--- config.mk ---
export PLATFORM = sky130hd
export DESIGN_NAME = cell_al_sequencer
export DESIGN_NICKNAME = d
export VERILOG_FILES = /design/src/rtl/cell_al_sequencer_pkg.sv /design/src/rtl/cell_al_sequencer.sv
export SDC_FILE = /design/constraint.sdc
export NUM_CORES = 1
export LEC_CHECK = 0
export BUFFER_PORTS_ARGS = -buffer_cell sky130_fd_sc_hd__buf_2
export CORE_MARGIN = 3
export CORE_UTILIZATION = 55
export DETAILED_ROUTE_END_ITERATION = 8
export PLACE_DENSITY_LB_ADDON = 0.25
export SLEW_MARGIN = 20
export SYNTH_ARGS = -nofsm -noshare
export SYNTH_HDL_FRONTEND = slang
export SYNTH_SLANG_ARGS = --single-unit
--- constraint.sdc ---
create_clock -name clk -period 3.72 [get_ports clk]
set_clock_uncertainty 0.1 [all_clocks]
set_input_delay 0 -clock clk [delete_from_list [all_inputs] [get_ports clk]]
set_output_delay 0 -clock clk [all_outputs]
set_load 0.01 [all_outputs]
--- src/rtl/cell_al_sequencer_pkg.sv ---
// Shared definitions for the cell_al micro-sequencer: opcode values,
// micro-instruction field layout and the sequencer state encoding.
package cell_al_sequencer_pkg;

    // Cell operation codes carried in the selOp field
    localparam logic [1:0] OP_ADD = 2'd0;
    localparam logic [1:0] OP_SUB = 2'd1;
    localparam logic [1:0] OP_AND = 2'd2;
    localparam logic [1:0] OP_OR  = 2'd3;

    // Micro-instruction bit positions
    localparam int INSTR_W    = 10;
    localparam int LAST_BIT   = 9;
    localparam int DST_HI     = 8;
    localparam int DST_LO     = 7;
    localparam int BYPASS_BIT = 6;
    localparam int SELOP_HI   = 5;
    localparam int SELOP_LO   = 4;
    localparam int SEL1_HI    = 3;
    localparam int SEL1_LO    = 2;
    localparam int SEL0_HI    = 1;
    localparam int SEL0_LO    = 0;

    // Sequencer states
    typedef enum logic [1:0] {
        ST_IDLE = 2'd0,
        ST_RUN  = 2'd1,
        ST_DONE = 2'd2
    } state_e;

    // Decoded micro-instruction
    typedef struct packed {
        logic       last;
        logic [1:0] dst;
        logic       by_pass;
        logic [1:0] sel_op;
        logic [1:0] sel1;
        logic [1:0] sel0;
    } instr_t;

    // Split a raw program word into its named fields
    function automatic instr_t decode_instr(input logic [INSTR_W-1:0] raw);
        instr_t ins;
        ins.last    = raw[LAST_BIT];
        ins.dst     = raw[DST_HI:DST_LO];
        ins.by_pass = raw[BYPASS_BIT];
        ins.sel_op  = raw[SELOP_HI:SELOP_LO];
        ins.sel1    = raw[SEL1_HI:SEL1_LO];
        ins.sel0    = raw[SEL0_HI:SEL0_LO];
        return ins;
    endfunction

endpackage

--- src/rtl/cell_al_sequencer.sv ---
// Micro-sequencer for one cell_arithmetic_logic_reduced instance.
// Holds a loadable micro-program and four operand registers, issues one
// instruction per clock while running, writes each cell result back to the
// destination register and reports the final value with a done pulse.
module cell_al_sequencer #(
    parameter int WIDTH = 32,
    parameter int DEPTH = 8,
    parameter int PC_W  = $clog2(DEPTH)
) (
    input  logic             clk,
    input  logic             rst_n,
    input  logic             progWe,
    input  logic [PC_W-1:0]  progAddr,
    input  logic [9:0]       progData,
    input  logic             start,
    input  logic             abort,
    input  logic [WIDTH-1:0] opA,
    input  logic [WIDTH-1:0] opB,
    input  logic [WIDTH-1:0] opC,
    input  logic [WIDTH-1:0] opD,
    output logic [WIDTH-1:0] cellIn0,
    output logic [WIDTH-1:0] cellIn1,
    output logic [WIDTH-1:0] cellIn2,
    output logic [WIDTH-1:0] cellIn3,
    output logic [1:0]       cellSel0,
    output logic [1:0]       cellSel1,
    output logic [1:0]       cellSelOp,
    output logic             cellByPass,
    input  logic [WIDTH-1:0] cellResult,
    output logic             busy,
    output logic             done,
    output logic [WIDTH-1:0] result
);
    import cell_al_sequencer_pkg::*;

    localparam logic [PC_W-1:0] LAST_PC = PC_W'(DEPTH - 1);

    state_e                   state_q, state_d;
    logic [PC_W-1:0]          pc_q, pc_d;
    logic [WIDTH-1:0]         regs_q [4];
    logic [WIDTH-1:0]         regs_d [4];
    logic [INSTR_W-1:0]       prog_q [DEPTH];
    logic [INSTR_W-1:0]       prog_d [DEPTH];
    logic [WIDTH-1:0]         result_q, result_d;
    logic                     busy_q, busy_d;
    logic                     done_q, done_d;
    instr_t                   cur_s;

    // Next-state, program write and register write-back logic
    always_comb begin
        state_d  = state_q;
        pc_d     = pc_q;
        regs_d   = regs_q;
        prog_d   = prog_q;
        result_d = result_q;
        cur_s    = decode_instr(prog_q[pc_q]);

        case (state_q)
            ST_IDLE: begin
                // Program write lands at the same edge as start, so a run
                // begun together with a write sees the new contents.
                if (progWe) begin
                    prog_d[progAddr] = progData;
                end else begin
                    prog_d = prog_q;
                end
                if (start) begin
                    regs_d[0] = opA;
                    regs_d[1] = opB;
                    regs_d[2] = opC;
                    regs_d[3] = opD;
                    pc_d      = '0;
                    state_d   = ST_RUN;
                end else begin
                    state_d = ST_IDLE;
                end
            end
            ST_RUN: begin
                if (abort) begin
                    // Abandon the run: no write-back, result untouched
                    state_d = ST_IDLE;
                end else begin
                    regs_d[cur_s.dst] = cellResult;
                    // End of memory terminates the run; pc never wraps
                    if (cur_s.last || (pc_q == LAST_PC)) begin
                        result_d = cellResult;
                        state_d  = ST_DONE;
                    end else begin
                        pc_d = pc_q + {{(PC_W-1){1'b0}}, 1'b1};
                    end
                end
            end
            ST_DONE: begin
                state_d = ST_IDLE;
            end
            default: begin
                state_d = ST_IDLE;
            end
        endcase

        busy_d = (state_d != ST_IDLE);
        done_d = (state_d == ST_DONE);
    end

    // State, program memory and datapath registers
    always_ff @(posedge clk or negedge rst_n) begin
        if (!rst_n) begin
            state_q  <= ST_IDLE;
            pc_q     <= '0;
            result_q <= '0;
            busy_q   <= 1'b0;
            done_q   <= 1'b0;
            for (int i = 0; i < 4; i++) begin
                regs_q[i] <= '0;
            end
            for (int j = 0; j < DEPTH; j++) begin
                prog_q[j] <= '0;
            end
        end else begin
            state_q  <= state_d;
            pc_q     <= pc_d;
            result_q <= result_d;
            busy_q   <= busy_d;
            done_q   <= done_d;
            regs_q   <= regs_d;
            prog_q   <= prog_d;
        end
    end

    // Cell controls follow the current instruction only while running
    always_comb begin
        cellSel0   = 2'd0;
        cellSel1   = 2'd0;
        cellSelOp  = 2'd0;
        cellByPass = 1'b0;
        if (state_q == ST_RUN) begin
            cellSel0   = cur_s.sel0;
            cellSel1   = cur_s.sel1;
            cellSelOp  = cur_s.sel_op;
            cellByPass = cur_s.by_pass;
        end else begin
            cellSel0   = 2'd0;
            cellSel1   = 2'd0;
            cellSelOp  = 2'd0;
            cellByPass = 1'b0;
        end
    end

    assign cellIn0 = regs_q[0];
    assign cellIn1 = regs_q[1];
    assign cellIn2 = regs_q[2];
    assign cellIn3 = regs_q[3];
    assign busy    = busy_q;
    assign done    = done_q;
    assign result  = result_q;

endmodule

# Yosys cells after proc, flatten, opt, wreduce, memory -nomap -nowiden
# Index checks and enable logic that the tools add are counted.
[word_totals] elab_cells=67 mem_bits_ro=0 regBits=247 in_bits=178 n_memories=0 output_inout_bits=169 latch_bits=0 ram_bits=0
[op_classes] n_mux=24 bitwise=4 shifts=0 div=0 order_cmp=5 reduce_logical=10 add_sub_neg=1 multipliers=0 n_eq_ne=6
[ops] cell="$mux 128" n=2
[ops] cell="$pmux 128 s2" n=1
[ops] cell="$bwmux 128" n=1
[ops] cell="$bwmux 80" n=1
[ops] cell="$demux 32 s2" n=1
[ops] cell="$mux 32" n=1
[ops] cell="$bmux 10 s3" n=1
[ops] cell="$demux 10 s3" n=1
[ops] cell="$mux 10" n=3
[ops] cell="$mux 2" n=5
[ops] cell="$mux 3" n=3
[ops] cell="$ge 4x4->1 const B" n=2
[ops] cell="$not 3->4" n=2
[ops] cell="$ne 2x2->1 const B" n=3
[ops] cell="$pmux 3 s2" n=1
[ops] cell="$reduce_and 3->1" n=2
[ops] cell="$lt 4x1->1 const B" n=1
[ops] cell="$pmux 2 s2" n=1
[ops] cell="$reduce_and 4->1" n=1
[ops] cell="$reduce_bool 2->1" n=2
[ops] cell="$add 3x1->3 const B" n=1
[ops] cell="$eq 3x3->1 const B" n=1
[ops] cell="$ge 3x3->1 const B" n=1
[ops] cell="$lt 3x1->1 const B" n=1
[ops] cell="9 further kinds" n=11

# Logic depth before layout (Yosys ltp)
# Gate-level depths: netlist of the first run.
[depth] ltp_word=12 depth_mapped=10 ltp_nobuf=6

# Worst setup path before layout of the first run
# No wires, ideal clock.
[synth_timing] path_kind="register -> register" from="register pc_q[1]" to="register result_q[10], in the netlist result[10]" required_ns=3.493 setup_time_ns=0.127 arrival_ns=2.039 period_less_slack_ns=2.266 path_stages_with_launch=7 slack_ns=1.454 n_path_buf=2 path_cell_list="dfrtp_1 -> buf_2 -> mux4_2 -> mux2_2 -> o21ai_4 -> buf_6 -> mux2_1"
[synth_between] elab_chain_cells=6
[synth_lines] element="start, declared" line="cell_al_sequencer.sv:39" source="logic [PC_W-1:0] pc_q, pc_d;"
[synth_lines] element="start signal, assigned" line="cell_al_sequencer.sv:121" source="pc_q <= pc_d;"
[synth_lines] element="$not 3->4 (not written as such)" line="cell_al_sequencer.sv:56" source="cur_s = decode_instr(prog_q[pc_q]);"
[synth_lines] element="$bmux 10 s3" line="cell_al_sequencer.sv:56"
[synth_lines] element="$mux 10 (not written as such) (2 in a row)" line="cell_al_sequencer.sv:56"
[synth_lines] element="$logic_or 1x1->1 *" line="cell_al_sequencer.sv:85" source="if (cur_s.last || (pc_q == LAST_PC)) begin"
[synth_lines] element="$reduce_and 3->1 (no source line) *"
[synth_lines] element="end signal, assigned" line="cell_al_sequencer.sv:122" source="result_q <= result_d;"
[synth_lines] element="end, declared" line="cell_al_sequencer.sv:44" source="logic [WIDTH-1:0] result_q, result_d;"
# Every way passes the cells marked *; elsewhere a longest branch is shown, timed or not. The select of a mux whose other input is x is not followed.
# A chain may end at the register's enable or synchronous reset.

# Final worst setup path of the first run
[layout_timing] from="register pc_q[1]" to="register regs_q, in the netlist cellIn3[0]"
[layout_between] elab_chain_cells=12
[layout_lines] element="$not 3->4 (not written as such) *" line="cell_al_sequencer.sv:56"
[layout_lines] element="$bmux 10 s3 *" line="cell_al_sequencer.sv:56"
[layout_lines] element="$mux 10 (not written as such) * (2 in a row)" line="cell_al_sequencer.sv:56"
[layout_lines] element="$not 2->3 (not written as such) *" line="cell_al_sequencer.sv:83" source="regs_d[cur_s.dst] = cellResult;"
[layout_lines] element="$ge 3x3->1 (not written as such) / $lt 3x1->1 (equally long branches)" line="cell_al_sequencer.sv:83"
[layout_lines] element="$logic_and 1x1->1 (not written as such)" line="cell_al_sequencer.sv:83"
[layout_lines] element="$mux 32 (not written as such)" line="cell_al_sequencer.sv:83"
[layout_lines] element="$demux 32 s2 *" line="cell_al_sequencer.sv:83"
[layout_lines] element="$bwmux 128 *" line="cell_al_sequencer.sv:83"
[layout_lines] element="$mux 128 *" line="cell_al_sequencer.sv:79" source="if (abort) begin"
[layout_lines] element="$pmux 128 s2 *" line="cell_al_sequencer.sv:58" source="case (state_q)"
[layout_lines] element="end signal, assigned" line="cell_al_sequencer.sv:125" source="regs_q <= regs_d;"
[layout_lines] element="end, declared" line="cell_al_sequencer.sv:40" source="logic [WIDTH-1:0] regs_q [4];"
# Marks and branches as above.

==> qor.log, run 1 <==
INFO  status         run_status=complete, no violations
INFO  timing         finalCritPeriodShare=86.49%
INFO  logic_synthesis ys_seq_area_share=47.68%
INFO  clocking       cts_setup_buffers=0
INFO  floorplanning  rows=55
INFO  floorplanning  die_height=159.5um
INFO  logic_synthesis postSynthCellCount=1259
INFO  timing         slew_violations=0
INFO  grt            grt_pass1_vias=13076
INFO  logic_synthesis synth.cell_area=12960um^2
INFO  logic_synthesis synth_ff_type=sky130_fd_sc_hd__dfrtp_1
INFO  clocking       cts_tree=yes
INFO  power          p_int=8.894mW
INFO  critical_path  worst_setup_path_end_kind=register
INFO  clocking       cts.repair.resized=0
INFO  drt            drc=0
INFO  clocking       clkSlewWorstSetupHoldPaths=0.06ns
INFO  logic_synthesis synth_largest_area_cell=sky130_fd_sc_hd__dfrtp_1
INFO  timing         max_slew.worst_pin.slew=1.102ns
INFO  power          switching_share=43.07%
INFO  drt            drt-pass1-iter-count=7
INFO  clocking       holdBufCountCts=172
INFO  critical_path  critical_path.most_common_cell=sky130_fd_sc_hd__buf_4
INFO  placed_design  detailed_place_hpwl=29.67mm
INFO  timing         setup_tns=0ns
INFO  power          power_switching=6.728mW
INFO  timing         finalCriticalPeriod=3.217ns
INFO  grt            gr-total-overflow=0
INFO  drt            detail_route.wl_per_cell=23.50um
INFO  critical_path  crit_type=register to register
INFO  placed_design  dp_slack=1.094ns
INFO  placed_design  final_estimated_routing_congestion_in_global_placement=0.9048
INFO  logic_synthesis synth_edf_count=0
INFO  critical_path  rr_worst_depth=6
INFO  grt            groute.usage.overall=36.64%
INFO  drt            postRouteWirelength=47.90mm
INFO  logic_synthesis yosys-top-cells-area=sky130_fd_sc_hd__dfrtp_1 48%, sky130_fd_sc_hd__mux2_2 7.6%, sky130_fd_sc_hd__o211ai_1 7.4%
INFO  floorplanning  dieWidth=159.5um
INFO  timing         max-slew-margin-rel=26.54%
INFO  power          ir_worst_vdd=572.9uV
INFO  drt            detailroute.via_count=13039
INFO  min_path       hold_path_class=input pin to asynchronous set/reset pin
INFO  clocking       cts_num_sinks=247
INFO  final_layout   post_route_cells_drive_above_1_share=30.92%
INFO  logic_synthesis yosys_register_bits=247
INFO  job            cap_violations=0
INFO  floorplanning  fp.dieArea=25450um^2
INFO  power          cellLeakagePower=7.818nW
INFO  logic_synthesis leading_cell_type_by_number_of_instances_after_synthesis=sky130_fd_sc_hd__dfrtp_1
INFO  clocking       htree_num_levels=1
INFO  critical_path  worstPathArrival=3.53ns
INFO  timing         worst_slack=0.5027ns
INFO  logic_synthesis syn_area_per_cell=10.30um^2
INFO  clocking       ctsRootBufferMaster=sky130_fd_sc_hd__clkbuf_16
INFO  final_layout   finish.net_count=1891
INFO  drt            drtAntennaViolNets=0
INFO  logic_synthesis synth.cells.most_frequent=247 x sky130_fd_sc_hd__dfrtp_1, 155 x sky130_fd_sc_hd__a21oi_1, 128 x sky130_fd_sc_hd__o211ai_1
INFO  logic_synthesis synth-warning-count=0
INFO  timing         hold_viol=0
INFO  critical_path  critical_path.slowest_cell=sky130_fd_sc_hd__dfrtp_2
INFO  clocking       cts-buffers-inserted=27
INFO  timing         rsz0062_at_grt=no
INFO  drt            avgViaCountPerCell=6.398
INFO  placed_design  io_buffer_count=346
INFO  floorplanning  fp.coreArea=22920um^2
INFO  logic_synthesis synthArstFlopShare=100.0%
INFO  critical_path  cp_num_cells=6
INFO  critical_path  timing.critical_path.max_delay_family=buffers and inverters
INFO  grt            grt_max_degree=128
INFO  drt            first_iter_violations=1747
INFO  timing         max_freq=310.8MHz
INFO  critical_path  critPathBufInv=3
INFO  critical_path  timing.critical_path.from_type=register
INFO  timing         hold-worst-slack=0.07120ns
INFO  clocking       clk_path_buf_depth=3
INFO  logic_synthesis synthDistinctLibCells=48
INFO  floorplanning  floorplan.initialDensity=56.57%
INFO  logic_synthesis post-synth-top-area-fraction=47.68%
INFO  power          power.share.clock=17.0%
INFO  timing         report.final.setup_viol=0
INFO  clocking       worst_skew_pair.late_latency=0.53ns
INFO  floorplanning  boundaryPins=347
INFO  grt            antenna_found_initial=1
INFO  critical_path  cp.required=4.03ns
INFO  final_layout   layout-area-overhead-vs-synth=34.72%
INFO  critical_path  crit_fanout=50
INFO  power          comb_power_share=49.6%
INFO  power          power_density=894.5nW/um^2
INFO  power          power.sequential.fraction=33.3%
INFO  grt            global_route_wire_length_before_repair=75.19mm
INFO  critical_path  critical-path-max-stage-delay=0.60ns
INFO  final_layout   finish.utilization=76.21%
INFO  logic_synthesis synthesis.nets=1439
INFO  critical_path  critical_path.cell_chain=buf_4 > nor2_2 > buf_4 > a311o_1 > a221o_1 > dlygate4sd3_1
[cell type report]
type                            count  area, um^2
Clock inverter                     10       125.1
Tap cell                          313       391.6
Timing Repair Buffer              544        3721
Inverter                            6       22.52
Clock buffer                       32       724.4
Sequential cell                   247        6182
Antenna cell                        1       2.502
Multi-Input combinational cell    885        6294
Fill cell                        1496        5453
[final timing paths]
kind | startpoint | end | slack [ns]
max | pc_q[1]$_DFFE_PN0P_ | cellIn3[0]$_DFFE_PN0P_ | 0.50
min | rst_n | busy$_DFF_PN0_ | 0.07
max reg2reg | pc_q[1]$_DFFE_PN0P_ | cellIn3[0]$_DFFE_PN0P_ | 0.50
min reg2reg | result[30]$_DFFE_PN0P_ | result[30]$_DFFE_PN0P_ | 0.39
max in group asynchronous | rst_n | result[18]$_DFFE_PN0P_ | 2.52
min in group clk | start | state_q[0]$_DFF_PN0_ | 0.12
[state kept, by name (all words and copies together), names as in the netlist]
name and count:
done 1, cellIn3 32, busy 1, pc_q 3, state_q 2, cellIn2 32, prog_q 80, cellIn0 32
result 32, cellIn1 32
[cell usage in the layout (no fill, tap or decap), drive strengths merged, types with 17 or more instances in the layout]
| cell | n |
|---|---|
| mux4 | 17 |
| o211ai | 128 |
| dlygate4sd3 | 172 |
| nand2 | 80 |
| a21oi | 155 |
| clkbuf | 32 |
| and3 | 100 |
| mux2 | 115 |
| nor3 | 32 |
| dfrtp | 247 |
| nand3 | 60 |
| nand4 | 34 |
| a31oi | 25 |
| nand2b | 33 |
| buf | 372 |
| nand3b | 30 |
[per-stage QoR]
step	area [um^2]	cells	power, mW
global placement	14890	1823	12.27
global route	17460	2038	16.49
detailed placement	14890	1823	12.56
CTS	17460	2037	15.41
finish	17460	2038	15.62
floorplan	12960	1259	9.869
[cell families after synthesis]
kind of cell / Yosys count / share of synthesized area, %
buffers and inverters: 127 / 4.180
adder cells (fa/ha/maj): 2 / 0.1930
AO/OA/AOI/OAI: 336 / 16.70
flip-flops: 247 / 47.68
AND/OR/NAND/NOR: 401 / 17.22
multiplexers: 146 / 14.03
[routing by layer]
metal  part of all wire [%]  global-route usage, %  wire length [um]
met2                     46                  57.52             22260
met3                     11                  9.235              5245
met4                    4.6                  15.24              2220
met5                      0                      0                 0
met1                     38                  48.85             18170
[power by group through the flow]
stage	registers, mW	clock network, mW	logic (mW)
after floorplan	5.34	0	4.53
after global placement	5.08	0	7.19
after detailed placement	5.17	0	7.39
after CTS	5.14	2.68	7.59
after global routing	5.35	2.78	8.36
final	5.21	2.66	7.76
[worst reg2reg max path, cell delays in order, from the launching register on]
cell                            delay, ns
sky130_fd_sc_hd__dfrtp_2             0.60
sky130_fd_sc_hd__buf_4               0.59
sky130_fd_sc_hd__nor2_2              0.35
sky130_fd_sc_hd__buf_4               0.29
sky130_fd_sc_hd__a311o_1             0.36
sky130_fd_sc_hd__a221o_1             0.25
sky130_fd_sc_hd__dlygate4sd3_1       0.55
Power figures use the tool's default switching activity.
==> run 2, diff against run 1 <==
--- a/config.mk
+++ b/config.mk
@@ -6,8 +6,10 @@
 export NUM_CORES = 1
 export LEC_CHECK = 0
 export BUFFER_PORTS_ARGS = -buffer_cell sky130_fd_sc_hd__buf_2
+export CELL_PAD_IN_SITES_DETAIL_PLACEMENT = 0
+export CELL_PAD_IN_SITES_GLOBAL_PLACEMENT = 1
 export CORE_MARGIN = 3
-export CORE_UTILIZATION = 55
+export CORE_UTILIZATION = 44
 export DETAILED_ROUTE_END_ITERATION = 8
 export PLACE_DENSITY_LB_ADDON = 0.25
 export SLEW_MARGIN = 20
==> qor.log, run 2 (same netlist as run 1, synthesis figures left out) <==
INFO  drt            drc=0
INFO  floorplanning  die_height=177.6um
INFO  grt            grt_pass1_vias=12344
INFO  floorplanning  rows=62
INFO  timing         rsz0062_at_grt=no
INFO  clocking       clk_path_buf_depth=3
INFO  critical_path  worst_setup_path_end_kind=register
INFO  timing         hold-worst-slack=0.07898ns
INFO  min_path       hold_path_class=input pin to register
INFO  critical_path  crit_type=register to register
INFO  timing         max-slew-margin-rel=29.67%
INFO  floorplanning  fp.coreArea=28860um^2
INFO  final_layout   post_route_cells_drive_above_1_share=30.70%
INFO  final_layout   post_layout_nonfiller_instances=2121
INFO  placed_design  placed_cells=1895
INFO  clocking       clkSlewWorstSetupHoldPaths=0.06ns
INFO  critical_path  crit_fanout=37
INFO  placed_design  detailed_place_hpwl=30.17mm
INFO  final_layout   finalInstanceArea=17640um^2
INFO  floorplanning  floorplan.initialDensity=44.92%
INFO  timing         finalCritPeriodShare=88.81%
INFO  floorplanning  fp.dieArea=31560um^2
INFO  critical_path  timing.critical_path.from_type=register
INFO  power          power_density=878.2nW/um^2
INFO  placed_design  io_buffer_count=346
INFO  final_layout   finish.net_count=1897
INFO  clocking       cts_tree=yes
INFO  drt            first_iter_violations=1023
INFO  grt            antenna_found_initial=2
INFO  timing         hold_viol=0
INFO  drt            detail_route.wl_per_cell=21.75um
INFO  floorplanning  boundaryPins=347
INFO  final_layout   mostFrequentLayoutCell=sky130_fd_sc_hd__buf_2
INFO  timing         max_slew.worst_pin.slew=1.055ns
INFO  drt            detailroute.via_count=12351
INFO  placed_design  final_estimated_routing_congestion_in_global_placement=0.8164
INFO  clocking       cts.repair.resized=0
INFO  placed_design  post_dp_cell_area=14950um^2
INFO  power          cellLeakagePower=7.854nW
INFO  critical_path  cp.required=4.04ns
INFO  clocking       cts_num_sinks=247
INFO  job            cap_violations=0
INFO  timing         setup_tns=0ns
INFO  status         run_status=complete, no violations
INFO  power          total_power=15.50mW
INFO  timing         finalCriticalPeriod=3.304ns
INFO  clocking       worst_skew_pair.late_latency=0.54ns
INFO  floorplanning  dieWidth=177.6um
INFO  final_layout   layout-area-overhead-vs-synth=36.12%
INFO  timing         max_freq=302.7MHz
INFO  power          ir_worst_vdd=476.9uV
INFO  drt            postRouteWirelength=46.14mm
INFO  final_layout   fillerInstances=2472
INFO  grt            gr-total-overflow=0
INFO  timing         report.final.setup_viol=0
INFO  drt            avgViaCountPerCell=5.823
INFO  clocking       cts-buffers-inserted=28
INFO  final_layout   top_register=prog_q
INFO  timing         slew_violations=0
INFO  clocking       ctsRootBufferMaster=sky130_fd_sc_hd__clkbuf_16
INFO  final_layout   layout.cells.most_common_list=345 x sky130_fd_sc_hd__buf_2, 246 x sky130_fd_sc_hd__dfrtp_1, 175 x sky130_fd_sc_hd__dlygate4sd3_1
INFO  drt            drtAntennaViolNets=0
INFO  grt            grt_max_degree=133
INFO  critical_path  worstPathArrival=3.62ns
INFO  drt            drt-pass1-iter-count=7
INFO  clocking       htree_num_levels=1
INFO  grt            groute.usage.overall=28.36%
INFO  clocking       cts_setup_buffers=0
INFO  final_layout   largest_register_ffs=80
INFO  grt            global_route_wire_length_before_repair=70.81mm
INFO  clocking       holdBufCountCts=174
==> run 2: cell count changes in the layout (fill, tap and decap cells not counted), sizes merged <==
cell	change
buf	+2
dlygate4sd3	+3
clkinvlp	+1
clkinv	-4
bufinv	-1
clkbuf	+11
==> run 2: through the flow <==
step | worst slack, ns | util, %
6_report | 0.4163 | 61.14
5_1_grt | 0.3038 | 61.14
4_1_cts | 0.5026 | 61.00
3_3_place_gp | 0.8869 | 51.81
2_1_floorplan | 1.454 | -
3_5_place_dp | 0.8553 | 51.81
==> run 2: area by class of cell <==
class / count / area [um^2] / share of cell area [%]
inverter: 6 / 22.52 / 0.1276
clock buffer: 43 / 828.3 / 4.694
sequential: 247 / 6182 / 35.04
tap: 384 / 480.5 / 2.723
multi-input combinational: 885 / 6297 / 35.69
timing repair buffer: 549 / 3749 / 21.25
clock inverter: 6 / 82.58 / 0.4680
antenna: 1 / 2.502 / 0.01418
==> run 2: path summary, 6_finish.rpt <==
kind	start	endpoint	slack (ns)	depth (start not counted)
min in group asynchronous	rst_n	busy$_DFF_PN0_	0.36	3
max in group asynchronous	rst_n	cellIn2[9]$_DFFE_PN0P_	1.91	5
min	start	state_q[0]$_DFF_PN0_	0.08	4
max reg2reg	pc_q[2]$_DFFE_PN0P_	cellIn3[0]$_DFFE_PN0P_	0.42	5
max	pc_q[2]$_DFFE_PN0P_	cellIn3[0]$_DFFE_PN0P_	0.42	5
min reg2reg	result[10]$_DFFE_PN0P_	result[10]$_DFFE_PN0P_	0.39	1
==> run 2: critical path, cell delays in order, from the launching register on <==
cell	delay, ns
sky130_fd_sc_hd__dfrtp_1	0.90
sky130_fd_sc_hd__mux4_2	0.88
sky130_fd_sc_hd__nor3_1	0.09
sky130_fd_sc_hd__a311o_1	0.34
sky130_fd_sc_hd__a221o_1	0.26
sky130_fd_sc_hd__dlygate4sd3_1	0.57
==> run 2: metal layers <==
layer	global-route usage, %	wire, um
met4	8.344	1248
met5	0	7
met2	44.53	21340
met3	5.777	3485
met1	39.89	20060
==> run 2: where the power goes <==
part / total, mW / switching, mW / internal (mW)
clock: 2.78 / 1.12 / 1.66
combinational: 7.54 / 4.35 / 3.19
sequential: 5.18 / 1.07 / 4.10
total: 15.5 / 6.54 / 8.95
==> run 3, diff against run 2 <==
--- a/config.mk
+++ b/config.mk
@@ -5,12 +5,14 @@
 export SDC_FILE = /design/constraint.sdc
 export NUM_CORES = 1
 export LEC_CHECK = 0
+export ABC_AREA = 1
 export BUFFER_PORTS_ARGS = -buffer_cell sky130_fd_sc_hd__buf_2
 export CELL_PAD_IN_SITES_DETAIL_PLACEMENT = 0
 export CELL_PAD_IN_SITES_GLOBAL_PLACEMENT = 1
 export CORE_MARGIN = 3
-export CORE_UTILIZATION = 44
+export CORE_UTILIZATION = 40
 export DETAILED_ROUTE_END_ITERATION = 8
+export GPL_ROUTABILITY_DRIVEN = 0
 export PLACE_DENSITY_LB_ADDON = 0.25
 export SLEW_MARGIN = 20
 export SYNTH_ARGS = -nofsm -noshare
==> qor.log, run 3 <==
INFO  logic_synthesis postSynthCellCount=1568
INFO  final_layout   area_of_the_multi_input_gates=4672um^2
INFO  critical_path  crit_fanout=12
INFO  grt            groute.usage.overall=28.68%
INFO  final_layout   largest_register_ffs=80
INFO  clocking       worst_skew_pair.late_latency=0.54ns
INFO  placed_design  detailed_place_hpwl=30.86mm
INFO  logic_synthesis synth.cells.most_frequent=755 x sky130_fd_sc_hd__nand2_1, 247 x sky130_fd_sc_hd__dfrtp_1, 231 x sky130_fd_sc_hd__o21ai_0
INFO  drt            drc=0
INFO  timing         setup_tns=0ns
INFO  logic_synthesis yosys-top-cells-area=sky130_fd_sc_hd__dfrtp_1 53%, sky130_fd_sc_hd__nand2_1 24%, sky130_fd_sc_hd__o21ai_0 9.9%
INFO  final_layout   post_layout_nonfiller_instances=2498
INFO  power          ir_worst_vdd=668.4uV
INFO  drt            first_iter_violations=1142
INFO  logic_synthesis yosys_register_bits=247
INFO  critical_path  setup.reg_to_reg.worst_slack=0.27ns
INFO  timing         hold-worst-slack=-0.01634ns
INFO  final_layout   finish.net_count=2278
INFO  critical_path  timing.critical_path.from_type=register
INFO  logic_synthesis synthesis.nets=1748
INFO  floorplanning  rows=61
INFO  critical_path  worst_setup_path_end_kind=register
INFO  floorplanning  fp.coreArea=28240um^2
INFO  placed_design  placed_cells=2236
INFO  logic_synthesis synthArstFlopShare=100.0%
INFO  placed_design  io_buffer_count=346
INFO  critical_path  critical_path.reg2reg.endpoint=prog_q[25]$_DFFE_PN0P_
INFO  grt            antenna_found_initial=0
INFO  clocking       cts_tree=yes
INFO  critical_path  rr_worst_depth=9
INFO  floorplanning  dieWidth=176.6um
INFO  final_layout   mostFrequentLayoutCell=sky130_fd_sc_hd__nand2_1
INFO  timing         max-slew-margin-rel=37.21%
INFO  logic_synthesis leading_cell_type_by_number_of_instances_after_synthesis=sky130_fd_sc_hd__nand2_1
INFO  drt            drt-pass1-iter-count=5
INFO  drt            detailroute.via_count=12487
INFO  floorplanning  fp.dieArea=31200um^2
INFO  critical_path  cp.required=4.09ns
INFO  drt            postRouteWirelength=45.69mm
INFO  power          cellLeakagePower=9.196nW
INFO  drt            drtAntennaViolNets=0
INFO  logic_synthesis synthDistinctLibCells=23
INFO  final_layout   finish.utilization=59.67%
INFO  final_layout   fillerInstances=2683
INFO  clocking       htree_num_levels=1
INFO  final_layout   post_route_cells_drive_above_1_share=20.80%
INFO  logic_synthesis syn_area_per_cell=7.428um^2
INFO  logic_synthesis post-synth-top-area-fraction=53.07%
INFO  floorplanning  floorplan.initialDensity=41.25%
INFO  placed_design  post_dp_cell_area=13790um^2
INFO  drt            detail_route.wl_per_cell=18.29um
INFO  final_layout   antenna_cells=0
INFO  logic_synthesis synth_edf_count=0
INFO  logic_synthesis synth-warning-count=0
INFO  final_layout   finalInstanceArea=16850um^2
INFO  drt            avgViaCountPerCell=4.999
INFO  critical_path  worstPathArrival=3.82ns
INFO  final_layout   layout-area-overhead-vs-synth=44.68%
INFO  clocking       cts-buffers-inserted=28
INFO  logic_synthesis synth.cell_area=11650um^2
INFO  grt            grt_max_degree=114
INFO  job            cap_violations=0
INFO  floorplanning  die_height=176.6um
INFO  grt            grt_pass1_vias=12246
INFO  final_layout   layout.area.seq=6181um^2
INFO  logic_synthesis synth_largest_area_cell=sky130_fd_sc_hd__dfrtp_1
INFO  floorplanning  boundaryPins=347
INFO  timing         slew_violations=0
INFO  timing         hold_viol=10
INFO  grt            global_route_wire_length_before_repair=69.99mm
INFO  clocking       clkSlewWorstSetupHoldPaths=0.06ns
INFO  critical_path  rr_startpoint=state_q[1]$_DFF_PN0_
INFO  clocking       cts_num_sinks=247
INFO  timing         max_freq=290.1MHz
INFO  grt            gr-total-overflow=0
INFO  clocking       ctsRootBufferMaster=sky130_fd_sc_hd__clkbuf_16
INFO  power          power_density=859.8nW/um^2
INFO  timing         report.final.setup_viol=0
INFO  final_layout   top_register=prog_q
INFO  logic_synthesis synth_ff_type=sky130_fd_sc_hd__dfrtp_1
INFO  timing         finalCriticalPeriod=3.447ns
INFO  timing         finalCritPeriodShare=92.67%
INFO  critical_path  crit_type=register to register
INFO  clocking       clk_path_buf_depth=3
INFO  final_layout   layout.cells.most_common_list=754 x sky130_fd_sc_hd__nand2_1, 345 x sky130_fd_sc_hd__buf_2, 247 x sky130_fd_sc_hd__dfrtp_1
INFO  min_path       hold_path_class=input pin to asynchronous set/reset pin
INFO  timing         max_slew.worst_pin.slew=0.9418ns
INFO  logic_synthesis ys_seq_area_share=53.07%
INFO  status         run_status=complete, but fails checks
INFO  status         failed_checks=negative hold slack
INFO  timing         rsz0062_at_grt=no
-- run 3: per-stage QoR --
step,power (mW),setup WS [ns],hold slack [ns]
4_1_cts,14.50,0.2894,0.06719
6_report,14.49,0.2725,-0.01634
5_1_grt,15.57,0.09212,0.08402
2_1_floorplan,8.510,2.008,-0.3956
3_5_place_dp,11.24,0.9284,0.04252
3_3_place_gp,11.14,0.9933,0.04320
-- run 3: critical path, stage by stage (launching register included) --
cell                            delay, ns
sky130_fd_sc_hd__dfrtp_1             0.44
sky130_fd_sc_hd__nor3b_4             0.40
sky130_fd_sc_hd__nand2_1             0.13
sky130_fd_sc_hd__nor3_1              0.19
sky130_fd_sc_hd__dlygate4sd3_1       0.64
sky130_fd_sc_hd__buf_4               0.23
sky130_fd_sc_hd__nand2_1             0.07
sky130_fd_sc_hd__dlygate4sd3_1       0.56
sky130_fd_sc_hd__o21ai_0             0.07
sky130_fd_sc_hd__dlygate4sd3_1       0.56
-- run 3: metal layers --
layer  wire length [um]  global-route usage [%]
met1              18490                   37.59
met4               2145                   11.69
met2              21850                   47.60
met3               3197                   4.676
met5                  0                       0
-- run 3: cell type report --
| cell class | count | area share (%) |
|---|---|---|
| sequential | 247 | 36.68 |
| inverter | 116 | 2.599 |
| clock buffer | 41 | 4.871 |
| multi-input combinational | 1115 | 27.72 |
| clock inverter | 11 | 0.7722 |
| tap | 378 | 2.807 |
| timing repair buffer | 590 | 24.55 |
-- run 3: worst max-delay path by stage --
stage                          from                      end  cells after the start
2_1_floorplan   pc_q[0]$_DFFE_PN0P_  cellIn0[10]$_DFFE_PN0P_                     12
6_report       state_q[1]$_DFF_PN0_   prog_q[25]$_DFFE_PN0P_                      9
3_3_place_gp   state_q[1]$_DFF_PN0_  cellIn0[10]$_DFFE_PN0P_                      8
4_1_cts        state_q[1]$_DFF_PN0_   prog_q[48]$_DFFE_PN0P_                      9
5_1_grt        state_q[1]$_DFF_PN0_   prog_q[25]$_DFFE_PN0P_                      9
3_5_place_dp    pc_q[0]$_DFFE_PN0P_  cellIn2[28]$_DFFE_PN0P_                     11
-- run 3: kinds of logic (layout without fill, tap and decap cells) --
kind of cell	Yosys count	after routing	synth area share, %
adder cells (fa/ha/maj)	2	2	0.2148
buffers and inverters	206	758	7.079
AO/OA/AOI/OAI	268	268	11.84
flip-flops	247	247	53.07
AND/OR/NAND/NOR	845	845	27.80
-- run 3: repair_timing --
item / 4_1_cts / 5_1_grt
endpoints found under the setup margin: 0 / 2
endpoints found under the hold margin: 355 / 0
gates resized for setup: 0 / 1
hold buffers: 210 / 0
setup buffers: 0 / 0
-- run 3: power by group --
group / switching (mW) / internal [mW] / leakage [nW]
Clock: 1.14 / 1.73 / 0.475
Combinational: 4.59 / 2.38 / 5.60
Sequential: 0.723 / 3.94 / 3.12
